## config.mk

```make
export PLATFORM = sky130hd
export DESIGN_NAME = hs32_fetch_q
export DESIGN_NICKNAME = d
export VERILOG_FILES = /design/src/rtl/hs32_fetch_q.sv
export SDC_FILE = /design/constraint.sdc
export NUM_CORES = 1
export LEC_CHECK = 0
export ABC_CLOCK_PERIOD_IN_PS = 9600
export BUFFER_PORTS_ARGS = -buffer_cell sky130_fd_sc_hd__buf_4
export CAP_MARGIN = 15
export CORE_MARGIN = 4
export CORE_UTILIZATION = 55
export CTS_CLUSTER_SIZE = 40
export DETAILED_ROUTE_END_ITERATION = 10
export PLACE_DENSITY = 0.8
export SLEW_MARGIN = 15
export SYNTH_ARGS = -nofsm -noshare
export SYNTH_HDL_FRONTEND = slang
export SYNTH_SLANG_ARGS = --single-unit
export TNS_END_PERCENT = 20
```

## constraint.sdc

```tcl
create_clock -name clk -period 9.6 [get_ports clk]
set_clock_uncertainty 0.05 [all_clocks]
set_input_delay 0.96 -clock clk [delete_from_list [all_inputs] [get_ports clk]]
set_output_delay 0.96 -clock clk [all_outputs]
set_load 0.005 [all_outputs]
```

## src/rtl/hs32_fetch_q.sv

```systemverilog
// hs32 instruction prefetch queue: sequential word fetch into a power-of-two FIFO with redirect-safe flush.
// Define HS32_FETCH_BYPASS_EN to let a beat reach decode in the same cycle when the queue is empty.
module hs32_fetch_q #(
    parameter int unsigned   DW         = 32,
    parameter int unsigned   AW         = 32,
    parameter int unsigned   DEPTH_LOG2 = 2,
    parameter int unsigned   STEP       = 4,
    parameter logic [AW-1:0] RESET_PC   = '0
) (
    input  logic          clk,
    input  logic          reset,
    output logic [AW-1:0] addr,
    input  logic [DW-1:0] dtr,
    output logic          reqm,
    input  logic          rdym,
    output logic [DW-1:0] instd,
    output logic [AW-1:0] pcd,
    output logic          rdyd,
    input  logic          reqd,
    input  logic [AW-1:0] newpc,
    input  logic          flush
);
    localparam int DEPTH = 2 ** DEPTH_LOG2;
    localparam int PW    = DEPTH_LOG2 + 1;

    typedef enum logic {RUN, DRAIN} state_e;

    state_e              state_q, state_d;
    logic [AW-1:0]       pc_q, pc_d;
    logic [AW-1:0]       pendPc_q, pendPc_d;
    logic [PW-1:0]       wp_q, wp_d;
    logic [PW-1:0]       rp_q, rp_d;
    logic [DW-1:0]       memData_q [DEPTH];
    logic [AW-1:0]       memPc_q   [DEPTH];

    logic [PW-1:0]         fill;
    logic                  full;
    logic                  empty;
    logic                  beat;
    logic                  bypassHit;
    logic                  push;
    logic                  popFifo;
    logic [DEPTH_LOG2-1:0] wIdx;
    logic [DEPTH_LOG2-1:0] rIdx;

    assign fill  = wp_q - rp_q;
    assign full  = (fill == PW'(DEPTH));
    assign empty = (wp_q == rp_q);
    assign wIdx  = wp_q[DEPTH_LOG2-1:0];
    assign rIdx  = rp_q[DEPTH_LOG2-1:0];

    always_ff @(posedge clk) begin
        if (reset) begin
            state_q  <= RUN;
            pc_q     <= RESET_PC;
            pendPc_q <= RESET_PC;
            wp_q     <= '0;
            rp_q     <= '0;
            for (int i = 0; i < DEPTH; i++) begin
                memData_q[i] <= '0;
                memPc_q[i]   <= '0;
            end
        end else begin
            state_q  <= state_d;
            pc_q     <= pc_d;
            pendPc_q <= pendPc_d;
            wp_q     <= wp_d;
            rp_q     <= rp_d;
            if (push) begin
                memData_q[wIdx] <= dtr;
                memPc_q[wIdx]   <= pc_q;
            end
        end
    end

    // A flush with a beat still outstanding parks in DRAIN so the arbiter sees a stable request;
    // that beat is thrown away and the latest redirect target is taken up when it lands.
    always_comb begin
        state_d  = state_q;
        pc_d     = pc_q;
        pendPc_d = pendPc_q;
        wp_d     = wp_q;
        rp_d     = rp_q;
        push     = 1'b0;
        popFifo  = 1'b0;
        if (state_q == RUN) begin
            if (flush) begin
                wp_d = '0;
                rp_d = '0;
                if (reqm && !rdym) begin
                    state_d  = DRAIN;
                    pendPc_d = newpc;
                end else begin
                    pc_d = newpc;
                end
            end else begin
                popFifo = rdyd && reqd && !bypassHit;
                push    = beat && !(bypassHit && reqd);
                if (beat) begin
                    pc_d = pc_q + AW'(STEP);
                end
                if (push) begin
                    wp_d = wp_q + 1'b1;
                end
                if (popFifo) begin
                    rp_d = rp_q + 1'b1;
                end
            end
        end else begin
            if (flush) begin
                wp_d = '0;
                rp_d = '0;
            end
            if (rdym) begin
                state_d = RUN;
                pc_d    = flush ? newpc : pendPc_q;
            end else if (flush) begin
                pendPc_d = newpc;
            end
        end
    end

    // pc is left untouched on entry to DRAIN, so it doubles as the held bus address there.
    always_comb begin
        reqm  = !reset && ((state_q == DRAIN) || !full);
        addr  = pc_q;
        beat  = reqm && rdym;
`ifdef HS32_FETCH_BYPASS_EN
        bypassHit = (state_q == RUN) && !flush && empty && beat;
`else
        bypassHit = 1'b0;
`endif
        rdyd  = !reset && !flush && (state_q == RUN) && (!empty || bypassHit);
        instd = bypassHit ? dtr  : memData_q[rIdx];
        pcd   = bypassHit ? pc_q : memPc_q[rIdx];
    end

endmodule

```

# Yosys cells after proc, flatten, opt, wreduce, memory -nomap -nowiden
# Memory sizes are Yosys's and may differ from the RTL's. A register that Yosys moved wholly into a read port is not among the register bits.
# Cells that the tools add are included.
[classes]
bitwise = 1
reduce_logical = 24
eq_ne = 6
muxes = 38
add_sub_neg = 4
[ops]
columns = ["op", "count"]
rows = [
  ["$mux W32", 12],
  ["$reduce_or A32 Y1", 2],
  ["$add A32 B3 Y32 const B", 1],
  ["$mux W3", 7],
  ["$mux W1", 13],
  ["$mux W2", 6],
  ["$reduce_bool A2 Y1", 4],
  ["$logic_and A1 B1 Y1", 7],
  ["$add A3 B1 Y3 const B", 2],
  ["$ne A2 B2 Y1 const B", 3],
  ["$reduce_and A3 Y1", 2],
  ["$logic_not A1 Y1", 5],
  ["$reduce_and A2 Y1", 2],
  ["$eq A3 B3 Y1", 1],
  ["$eq A3 B3 Y1 const B", 1],
  ["$ne A3 B3 Y1 const B", 1],
  ["$reduce_bool A3 Y1", 1],
  ["$sub A3 B3 Y3", 1],
  ["$logic_or A1 B1 Y1", 1],
  ["$not A1 Y1", 1],
]
[totals]
word_cells = 80
ramBits = 256
reg_bits = 71
in_bits = 69
output_inout_bits = 98
memories = 2
[mem_list]
columns = ["name", "depth", "word_bits", "rd", "rd_clocked_by_memory_dff", "write_ports", "line", "rtl"]
rows = [
  ["memData_q", 4, 32, 1, 1, 4, "33", "logic [DW-1:0] memData_q [DEPTH];"],
  ["memPc_q", 4, 32, 1, 1, 4, "34", "logic [AW-1:0] memPc_q [DEPTH];"],
]

# Longest topological paths before layout
# Gate-level depths: netlist of the first run.
[logic_depth]
word_depth = 13
mapped_depth = 11
depth_no_buf = 8

# Worst setup path before layout of the first run
# OpenSTA, ideal clock, no wires.
[synth_path]
kind = "in2reg"
from = "input flush"
to = "memory memData_q[0][0], enable pin"
setup_ns = 0.394
required_ns = 9.156
stages = 7
slack_ns = 6.025
arrival_ns = 3.130
n_path_buf = 2
cell_sequence = "buf_2 > or2_1 > or3_1 > a21o_2 > nor3_4 > buf_2 > or2_2"
[synth_lines]
columns = ["element", "line", "rtl"]
rows = [
  ["start: declaration", "21", "input logic flush"],
  ["end: declaration", "33", ""],
]

# Final worst setup path of the first run
[layout_path]
from = "register wp_q[0]"
to = "output rdyd"
[layout_via]
elab_chain_len = 3
[layout_lines]
columns = ["element", "line", "rtl"]
rows = [
  ["start: declaration", "31", "logic [PW-1:0] wp_q, wp_d;"],
  ["start signal: assignment", "67", "wp_q <= wp_d;"],
  ["$eq A3 B3 Y1", "48", "assign empty = (wp_q == rp_q);"],
  ["$logic_not A1 Y1", "133", "rdyd = !reset && !flush && (state_q == RUN) && (!empty || bypassHit);"],
  ["$logic_and A1 B1 Y1", "133", ""],
  ["end: declaration", "18", "output logic rdyd,"],
]
# No other way between the ends.

==> run_results.csv, run 1 <==
group,metric,value,unit
synth,synth.area.top_cells,"edfxtp_1, and2_1, dfxtp_1",
drt,drt_pass1_iterations,7,
drt,drt-initial-drc-count,1033,
clock_tree,numCtsBuffers,34,
run_status,outcome,"completed",
synth,ys_async_sr_fraction,0,%
clock_tree,cts_buffer_depth,3,
timing,hold_viol,0,
clock_tree,clk_pin_slew,0.06,ns
synth,synth.avg_cell_area,13.2,um2
drt,via_count,9833,
worst_setup_path,crit_family,"compound AO/OA/AOI/OAI gates",
clock_tree,clock_sink_count,329,
synth,synthAdderAreaFrac,0.414,%
synth,synth-xor-area-share,1.06,%
clock_tree,clock_latency,0.50,ns
worst_setup_path,critical_path_class,"flop to primary output",
synth,synthMuxAreaShare,10.1,%
clock_tree,clockRootBuffer,"clkbuf_16",
timing,setup_tns,0,ns
synth,yosysWarnings,0,
floorplan,start_util,55.9,%
drt,ant_nets,0,
global_route,grt_pass1_vias,9883,
clock_tree,postCtsHoldBufs,0,
layout,finalInstanceArea,17500,um2
clock_tree,cts_resized,0,
timing,max_freq,229,MHz
placement,portBuffers,166,
global_route,antenna_found_initial,0,
synth,ys_seq_area_share,60.5,%
timing,setup_slack,5.23,ns
timing,fin_hold_ws,0.404,ns
timing,rsz0062_at_grt,"false",
synth,ys.flop_type,"edfxtp_1",
layout,num-fill-cells,1964,
pwr,power.leakage,0.00649,uW
layout,num-nets-final,1345,
clock_tree,postCtsSetupRepairBufs,0,
floorplan,ios,167,
worst_setup_path,slowest_delay,0.85,ns
worst_setup_path,worst_setup_path_end_kind,"primary output",
placement,gp_congestion,0.870,
min_path,worstHoldStart,"pendPc_q[23]$_SDFFE_PP0P_",
synth,synth_top_area_cell,"edfxtp_1",
worst_setup_path,reg2reg_from,"wp_q[0]$_SDFFE_PP0P_",
job,drv_cap,0,
synth,yosysMostFrequentCell,"edfxtp_1",
timing,min_period_over_period,45.5,%
timing,slew_viol_final,0,
floorplan,die-area,30200,um2
timing,min_period,4.37,ns
timing,relSlewSlack,29.2,%
floorplan,num_rows,60,
worst_setup_path,timing.rr.end,"memData_q[2][8]$_SDFFCE_PN0P_",
min_path,hp-class,"flop to flop",
synth,synthCells,1149,
min_path,min_to,"pendPc_q[23]$_SDFFE_PP0P_",
drt,viasPerCell,6.01,
placement,dp_hpwl,21.4,mm
pwr,peakVddDrop,135,uV
placement,postPlaceCellArea,16500,um2
timing,tightest_slew,1.06,ns
synth,synth_compound_area_share,7.09,%
global_route,grt_pass1_wl,54.9,mm
synth,synth_edf_count,256,
global_route,grt_usage,22.7,%
floorplan,core_area,27000,um2
synth,synth_area,15100,um2
pwr,power_density,178,nW/um2
synth,synth_cell_types,72,
drt,drcViolationCount,0,
global_route,grt_overflow_total,0,
timing,setup_violations,0,
synth,post-synth-top-area-fraction,50.9,%
synth,syn_nets,1223,
drt,wl_per_cell,21.3,um
layout,drive_gt1_share,24.8,%
worst_setup_path,critical_path_buf_inv_count,2,
synth,synth_top_family_by_area,"simple AND/OR/NAND/NOR gates",
floorplan,die_w,174,um
worst_setup_path,crit_chain,"clkinv_1 -> ha_1 -> and2_0 -> a211oi_1 -> buf_4",
worst_setup_path,startpoint_type,"flop",
global_route,grt_start_max_net_pins,79,
synth,synthSimpleGateAreaFrac,17.8,%
worst_setup_path,ff2ff_setup_slack,5.56,ns
synth,ys_ff_latch,329,
worst_setup_path,arrival,3.36,ns
worst_setup_path,critPathRequiredTime,8.59,ns
clock_tree,cts_max_level,2,
placement,dpl_worst_slack,5.30,ns
layout,antenna_cells,0,
floorplan,dieHeight,174,um
worst_setup_path,critPathMaxFanout,11,
worst_setup_path,crit_slowest_cell,"a211oi_1",
worst_setup_path,ff2ff_path_depth,7,
min_path,min_path_cells,2,
drt,routed_wl,34.8,mm
layout,utilization,64.9,%
layout,syn_to_final_growth,16.0,%
synth,ys_top_cells_by_count,"edfxtp_1, and2_1, nand2_1",
clock_tree,cts_tree,"yes",
## area by class of cell
cell class | count | area (um2) | area share [%]
Clock buffer | 47 | 931 | 5.31
Inverter | 11 | 41.3 | 0.235
Sequential cell | 329 | 9160 | 52.2
Tap cell | 341 | 427 | 2.43
Multi-Input combinational cell | 718 | 5540 | 31.6
Timing Repair Buffer | 177 | 1330 | 7.58
Clock inverter | 14 | 114 | 0.649
## worst max-delay path by stage
stage	start	to	slack, ns	depth (start not counted)
global route	wp_q[0]$_SDFFE_PP0P_	rdyd	5.08	5
global placement	flush	memData_q[2][9]$_SDFFCE_PN0P_	5.35	7
CTS	wp_q[0]$_SDFFE_PP0P_	rdyd	5.29	5
detailed placement	flush	memData_q[2][19]$_SDFFCE_PN0P_	5.30	7
finish	wp_q[0]$_SDFFE_PP0P_	rdyd	5.23	5
floorplan	flush	memData_q[0][0]$_SDFFCE_PN0P_	6.03	7
## logic make-up after synthesis
| logic type | Yosys count |
|---|---|
| fa+ha+maj | 5 |
| buf+inv | 102 |
| flops | 329 |
| compound gates | 156 |
| xor+xnor | 14 |
| simple gates | 472 |
| mux | 71 |
## sequential cells by signal, indices dropped and copies added, names as in the netlist, named ones only
name and count:
wp_q 3, rp_q 3, pendPc_q 32, memData_q 128, addr 32, memPc_q 128
state_q 1
## metal layers
layer / GRT usage (%) / vias up / part of all wire, %
li1: - / 4464 / -
met1: 31.9 / 4897 / 41
met2: 38.1 / 423 / 50
met3: 3.16 / 49 / 7.6
met4: 5.38 / 0 / 1.8
met5: 0 / - / 0
## per-stage QoR
stage	total power (uW)	std cells
2_1_floorplan	1790	1149
3_3_place_gp	1910	1576
3_5_place_dp	1920	1576
4_1_cts	3150	1637
5_1_grt	3240	1637
6_report	3130	1637
## placed cells by master (no fill, tap or decap), types with 6 or more instances in the layout
cell	instances
edfxtp_1	256
and2_1	240
buf_4	177
nand2_1	93
dfxtp_1	71
mux4_2	64
a21oi_1	62
nor2_1	46
clkbuf_16	35
o21ai_0	19
nor3_1	17
nor4_1	15
a211oi_1	13
clkbuf_1	11
inv_1	10
nand3_1	9
o211ai_1	9
and3_1	8
nand2b_1	8
xor2_1	7
nand4_1	7
clkinv_1	6
## worst reg2reg max path: cells and delay by family (launching register included)
family                     cells  cell delay (ns)
buffers and inverters          2             0.93
and+or+nand+nor                3             1.45
AOI/OAI and AO/OA              1             0.23
DFF                            1             0.60
adders and majority gates      1             0.40
## power breakdown
group	switching, uW	internal, uW
logic	131	112
clock network	525	710
registers	52.1	1600
No activity file was read; power rests on OpenSTA's default activity.
==> run 2: changes to the inputs <==
--- a/config.mk
+++ b/config.mk
@@ -5,7 +5,7 @@
 export SDC_FILE = /design/constraint.sdc
 export NUM_CORES = 1
 export LEC_CHECK = 0
-export ABC_CLOCK_PERIOD_IN_PS = 9600
+export ABC_CLOCK_PERIOD_IN_PS = 4100
 export BUFFER_PORTS_ARGS = -buffer_cell sky130_fd_sc_hd__buf_4
 export CAP_MARGIN = 15
 export CORE_MARGIN = 4
==> constraint.sdc (replaced) <==
create_clock -name clk -period 4.1 [get_ports clk]
set_clock_uncertainty 0.05 [all_clocks]
set_input_delay 0.41 -clock clk [delete_from_list [all_inputs] [get_ports clk]]
set_output_delay 0.41 -clock clk [all_outputs]
set_load 0.005 [all_outputs]
==> run_results.csv, run 2 (synthesis gave the netlist of run 1 again) <==
group,metric,value,unit
timing,setup_tns,0,ns
timing,min_period_over_period,89.6,%
floorplan,die-area,30200,um2
pwr,peakVddDrop,273,uV
global_route,grt_pass1_wl,54.8,mm
worst_setup_path,arrival,3.21,ns
layout,num-fill-cells,1951,
min_path,min_path_cells,3,
clock_tree,clockRootBuffer,"clkbuf_16",
drt,drcViolationCount,0,
placement,gp_congestion,0.917,
timing,max_freq,272,MHz
layout,syn_to_final_growth,16.8,%
timing,hold_viol,0,
clock_tree,numCtsBuffers,36,
pwr,p_sw,1660,uW
pwr,power.leakage,0.00654,uW
layout,num-nets-final,1354,
global_route,antenna_found_initial,0,
global_route,grt_overflow_total,0,
min_path,hp-class,"input port to flop",
drt,drt_pass1_iterations,5,
timing,slew_viol_final,0,
clock_tree,cts_tree,"yes",
clock_tree,postCtsHoldBufs,0,
layout,reg_top3,"memData_q (128), memPc_q (128)",
pwr,power_frac_seq,52.1,%
job,drv_cap,0,
floorplan,num_rows,60,
worst_setup_path,critPathRequiredTime,3.64,ns
pwr,combPwrFrac,7.9,%
worst_setup_path,worst_setup_path_end_kind,"primary output",
clock_tree,cts_buffer_depth,3,
global_route,use_met2,37.3,%
floorplan,core_area,27000,um2
clock_tree,clk_pin_slew,0.06,ns
global_route,grt_usage,22.7,%
pwr,p_int,5740,uW
clock_tree,postCtsSetupRepairBufs,0,
run_status,outcome,"completed",
floorplan,dieHeight,174,um
global_route,grt_pass1_vias,9937,
worst_setup_path,ff2ff_path_depth,7,
layout,final_common_cell,"edfxtp_1",
pwr,power_density,419,nW/um2
global_route,grt_start_max_net_pins,65,
drt,viasPerCell,5.94,
timing,setup_violations,0,
drt,drt-initial-drc-count,883,
floorplan,ios,167,
worst_setup_path,startpoint_type,"flop",
layout,final_cell_mix,"edfxtp_1, and2_1, buf_4",
drt,routed_wl,34.6,mm
clock_tree,cts_resized,0,
clock_tree,clock_latency,0.52,ns
pwr,p_total,7400,uW
layout,antenna_cells,0,
worst_setup_path,critPathMaxFanout,11,
placement,dp_hpwl,20.9,mm
drt,ant_nets,0,
drt,via_count,9769,
layout,drive_gt1_share,25.2,%
global_route,top_usage_layer,"met2",
clock_tree,clock_sink_count,329,
placement,portBuffers,166,
timing,rsz0062_at_grt,"false",
clock_tree,cts_max_level,2,
timing,relSlewSlack,29.9,%
floorplan,die_w,174,um
floorplan,start_util,55.9,%
worst_setup_path,critical_path_class,"flop to primary output",
pwr,p_clk_share,40.0,%
timing,min_period,3.67,ns
pwr,p_sw_share,22.4,%
timing,tightest_slew,1.05,ns
global_route,met1_usage,31.2,%
global_route,grtUsageMet3,4.41,%
drt,wl_per_cell,21.0,um
run 2: changes by cell type in the layout (fill, tap and decap cells not counted):
| cell | previous run | this run |
|---|---|---|
| buf_12 | 0 | 3 |
| clkinv_4 | 0 | 1 |
| nand2_2 | 1 | 0 |
| clkbuf_4 | 0 | 1 |
| clkbuf_16 | 35 | 37 |
| inv_6 | 0 | 2 |
| clkinv_2 | 5 | 2 |
| buf_4 | 177 | 181 |
| nand2_1 | 93 | 94 |
| clkinv_1 | 6 | 7 |
| clkbuf_8 | 1 | 0 |
| clkinv_8 | 2 | 0 |
run 2: critical path: stages (launching register included):
cell	delay [ns]
dfxtp_1	0.64
clkinv_1	0.12
buf_4	0.20
ha_1	0.29
and2_0	0.37
a211oi_1	0.85
buf_4	0.24
run 2: layout make-up:
type / count / area [um2] / share of cell area [%]
clock inverters: 13 / 96.3 / 0.546
repair buffers: 184 / 1420 / 8.04
inverters: 11 / 41.3 / 0.234
well taps: 341 / 427 / 2.42
clock buffers: 49 / 975 / 5.52
multi-input cells: 718 / 5530 / 31.4
flip-flops and latches: 329 / 9160 / 51.9
run 2: metal layers:
layer | wire length [um] | part of all wire (%) | vias up
li1 | - | - | 4473
met1 | 14300 | 41 | 4813
met2 | 16700 | 48 | 417
met3 | 2710 | 7.8 | 66
met4 | 930 | 2.7 | 0
met5 | 0 | 0 | -
run 2: power groups by stage:
stage          registers [uW]  clock network, uW  logic [uW]
4_1_cts                  3850               3010         587
3_3_place_gp             3910                  0         574
2_1_floorplan            3870                  0         328
6_report                 3860               2960         584
3_5_place_dp             3920                  0         585
5_1_grt                  3870               3160         631
run 2: metrics by stage:
| step | hold slack (ns) | util (%) | worst slack [ns] | instance area, um2 | std cells |
|---|---|---|---|---|---|
| after detailed placement | 0.394 | 61.3 | 0.719 | 16600 | 1583 |
| after CTS | 0.0769 | 65.3 | 0.449 | 17600 | 1645 |
| after global placement | 0.387 | 61.3 | 0.802 | 16600 | 1583 |
| after global routing | 0.0870 | 65.3 | 0.246 | 17600 | 1645 |
| after floorplan | 0.382 | - | 0.738 | 15100 | 1149 |
| final | 0.0955 | 65.3 | 0.426 | 17600 | 1645 |
run 2: final timing paths:
kind	slack (ns)	to	startpoint
max	0.43	rdyd	wp_q[0]$_SDFFE_PP0P_
min	0.1	pendPc_q[26]$_SDFFE_PP0P_	newpc[26]
max reg2reg	0.69	memData_q[1][4]$_SDFFCE_PN0P_	wp_q[0]$_SDFFE_PP0P_
min reg2reg	0.40	pendPc_q[23]$_SDFFE_PP0P_	pendPc_q[23]$_SDFFE_PP0P_
==> run 3: changes to the inputs <==
--- a/config.mk
+++ b/config.mk
@@ -5,6 +5,7 @@
 export SDC_FILE = /design/constraint.sdc
 export NUM_CORES = 1
 export LEC_CHECK = 0
+export ABC_AREA = 1
 export ABC_CLOCK_PERIOD_IN_PS = 4100
 export BUFFER_PORTS_ARGS = -buffer_cell sky130_fd_sc_hd__buf_4
 export CAP_MARGIN = 15
@@ -12,7 +13,7 @@
 export CORE_UTILIZATION = 55
 export CTS_CLUSTER_SIZE = 40
 export DETAILED_ROUTE_END_ITERATION = 10
-export PLACE_DENSITY = 0.8
+export PLACE_DENSITY = 0.79
 export SLEW_MARGIN = 15
 export SYNTH_ARGS = -nofsm -noshare
 export SYNTH_HDL_FRONTEND = slang
==> run_results.csv, run 3 <==
group,metric,value,unit
run_status,outcome,"completed",
worst_setup_path,crit_chain,"buf_4 -> buf_4 -> o21ai_0 -> o22ai_1 -> buf_4",
synth,synth_edf_count,256,
placement,dp_hpwl,23.6,mm
floorplan,num_rows,61,
worst_setup_path,critical_path_class,"flop to primary output",
clock_tree,numCtsBuffers,35,
layout,reg_top3,"memData_q (128), memPc_q (128)",
worst_setup_path,path_common_cell,"buf_4",
worst_setup_path,ff2ff_path_depth,6,
layout,num-fill-cells,2298,
clock_tree,postCtsHoldBufs,0,
synth,ys_ff_latch,329,
layout,final_common_cell,"nor2_1",
min_path,hp-class,"input port to flop",
clock_tree,clock_sink_count,329,
synth,synth.area.top_cells,"edfxtp_1, nor2_1, dfxtp_1",
worst_setup_path,startpoint_type,"flop",
timing,setup_tns,0,ns
timing,tightest_slew,0.981,ns
pwr,p_total,7650,uW
timing,hold_viol,0,
synth,yosysWarnings,0,
synth,syn_nets,1896,
timing,slew_viol_final,0,
worst_setup_path,critPathMaxFanout,72,
worst_setup_path,crit_slowest_cell,"buf_4",
pwr,power_density,421,nW/um2
worst_setup_path,crit_cells,5,
drt,drcViolationCount,0,
placement,portBuffers,166,
clock_tree,clock_latency,0.51,ns
worst_setup_path,slowest_delay,0.67,ns
layout,finalInstanceArea,18200,um2
synth,synthCells,1822,
clock_tree,cts_max_level,2,
global_route,grt_pass1_vias,12500,
drt,viasPerCell,5.56,
layout,antenna_cells,0,
floorplan,start_util,56.0,%
global_route,grt_start_max_net_pins,87,
synth,synth.avg_cell_area,8.56,um2
worst_setup_path,critical_path_buf_inv_count,3,
drt,via_count,13000,
timing,min_period_over_period,78.5,%
timing,setup_slack,0.881,ns
layout,fin_cells,2340,
floorplan,die_w,176,um
synth,ys_top_cells_by_count,"nor2_1, nand2_1, edfxtp_1",
synth,synth_cell_types,28,
global_route,grt_usage,25.0,%
placement,dpl.cell_count,2277,
placement,dpl_worst_slack,1.23,ns
worst_setup_path,critPathRequiredTime,3.64,ns
clock_tree,cts_resized,0,
floorplan,dieHeight,176,um
worst_setup_path,worst_setup_path_end_kind,"primary output",
drt,drt-initial-drc-count,1549,
timing,max_freq,311,MHz
drt,ant_nets,0,
timing,setup_violations,0,
synth,synth_top_area_cell,"edfxtp_1",
layout,syn_to_final_growth,16.6,%
layout,num-nets-final,2011,
timing,rsz0062_at_grt,"false",
clock_tree,cts_buffer_depth,3,
drt,wl_per_cell,16.9,um
synth,post-synth-top-area-fraction,49.3,%
layout,drive_gt1_share,13.4,%
timing,min_period,3.22,ns
floorplan,die-area,31100,um2
synth,ys_seq_area_share,58.7,%
pwr,power.leakage,0.00760,uW
worst_setup_path,arrival,2.76,ns
global_route,grt_overflow_total,0,
clock_tree,postCtsSetupRepairBufs,0,
min_path,min_path_cells,3,
worst_setup_path,crit_family,"buffers and inverters",
floorplan,ios,167,
clock_tree,clockRootBuffer,"clkbuf_16",
job,drv_cap,0,
drt,routed_wl,39.5,mm
synth,yosysMostFrequentCell,"nor2_1",
synth,synth_area,15600,um2
drt,drt_pass1_iterations,5,
synth,ys.flop_type,"edfxtp_1",
clock_tree,cts_tree,"yes",
placement,gp_congestion,0.914,
layout,final_cell_mix,"nor2_1, nand2_1, edfxtp_1",
floorplan,core_area,27900,um2
pwr,peakVddDrop,259,uV
timing,relSlewSlack,34.5,%
global_route,grt_pass1_wl,63.2,mm
global_route,antenna_found_initial,0,
synth,ys_async_sr_fraction,0,%
placement,postPlaceCellArea,17100,um2
clock_tree,clk_pin_slew,0.06,ns
## run 3: worst reg2reg max path, stage by stage, from the launching register on
cell and delay [ns]:
dfxtp_1 0.96, inv_2 0.34, nand2_1 0.28, nor2_2 0.10, nand3_2 0.10, buf_4 0.62, nor2_1 0.20
## run 3: layout make-up
cell class	instances	area [um2]	share of cell area, %
flip-flops and latches	329	9150	50.3
multi-input cells	1238	5440	29.9
repair buffers	191	1500	8.23
clock buffers	42	902	4.96
inverters	142	534	2.94
well taps	378	473	2.60
clock inverters	20	193	1.06
## run 3: stage by stage
stage	hold slack, ns	util, %
detailed placement	0.403	61.3
global route	0.182	65.3
global placement	0.398	61.3
CTS	0.169	65.2
finish	0.181	65.3
floorplan	0.389	-
## run 3: cells by family after synthesis
kind of cell | count (synthesis) | synth area share (%)
AND/OR/NAND/NOR | 918 | 23.4
flip-flops | 329 | 58.7
AO/OA/AOI/OAI | 311 | 10.6
buffers and inverters | 255 | 6.76
adder cells (fa/ha/maj) | 5 | 0.401
XOR/XNOR | 4 | 0.225
## run 3: final timing paths
kind                        startpoint                        endpoint  slack [ns]
max reg2reg         state_q$_SDFF_PP0_  memData_q[2][10]$_SDFFCE_PN0P_        1.17
max                               flop                         pcd[12]        0.88
min reg2reg  pendPc_q[28]$_SDFFE_PP0P_       pendPc_q[28]$_SDFFE_PP0P_        0.41
min                            dtr[27]  memData_q[2][27]$_SDFFCE_PN0P_        0.18
## run 3: metal layers
metal / up-vias / routed length (um) / part of all wire, % / track usage, %
met5: - / 0 / 0 / 0
met4: 0 / 695 / 1.8 / 6.45
met3: 51 / 3860 / 9.8 / 4.30
met2: 595 / 19100 / 48 / 41.9
met1: 6114 / 15900 / 40 / 34.1
li1: 6242 / - / - / -
## run 3: power by group
part	internal [uW]	switching (uW)	leakage (uW)
registers	3770	96.1	0.00325
clock network	1770	1270	0.000528
logic	278	470	0.00383
total	5810	1840	0.00760
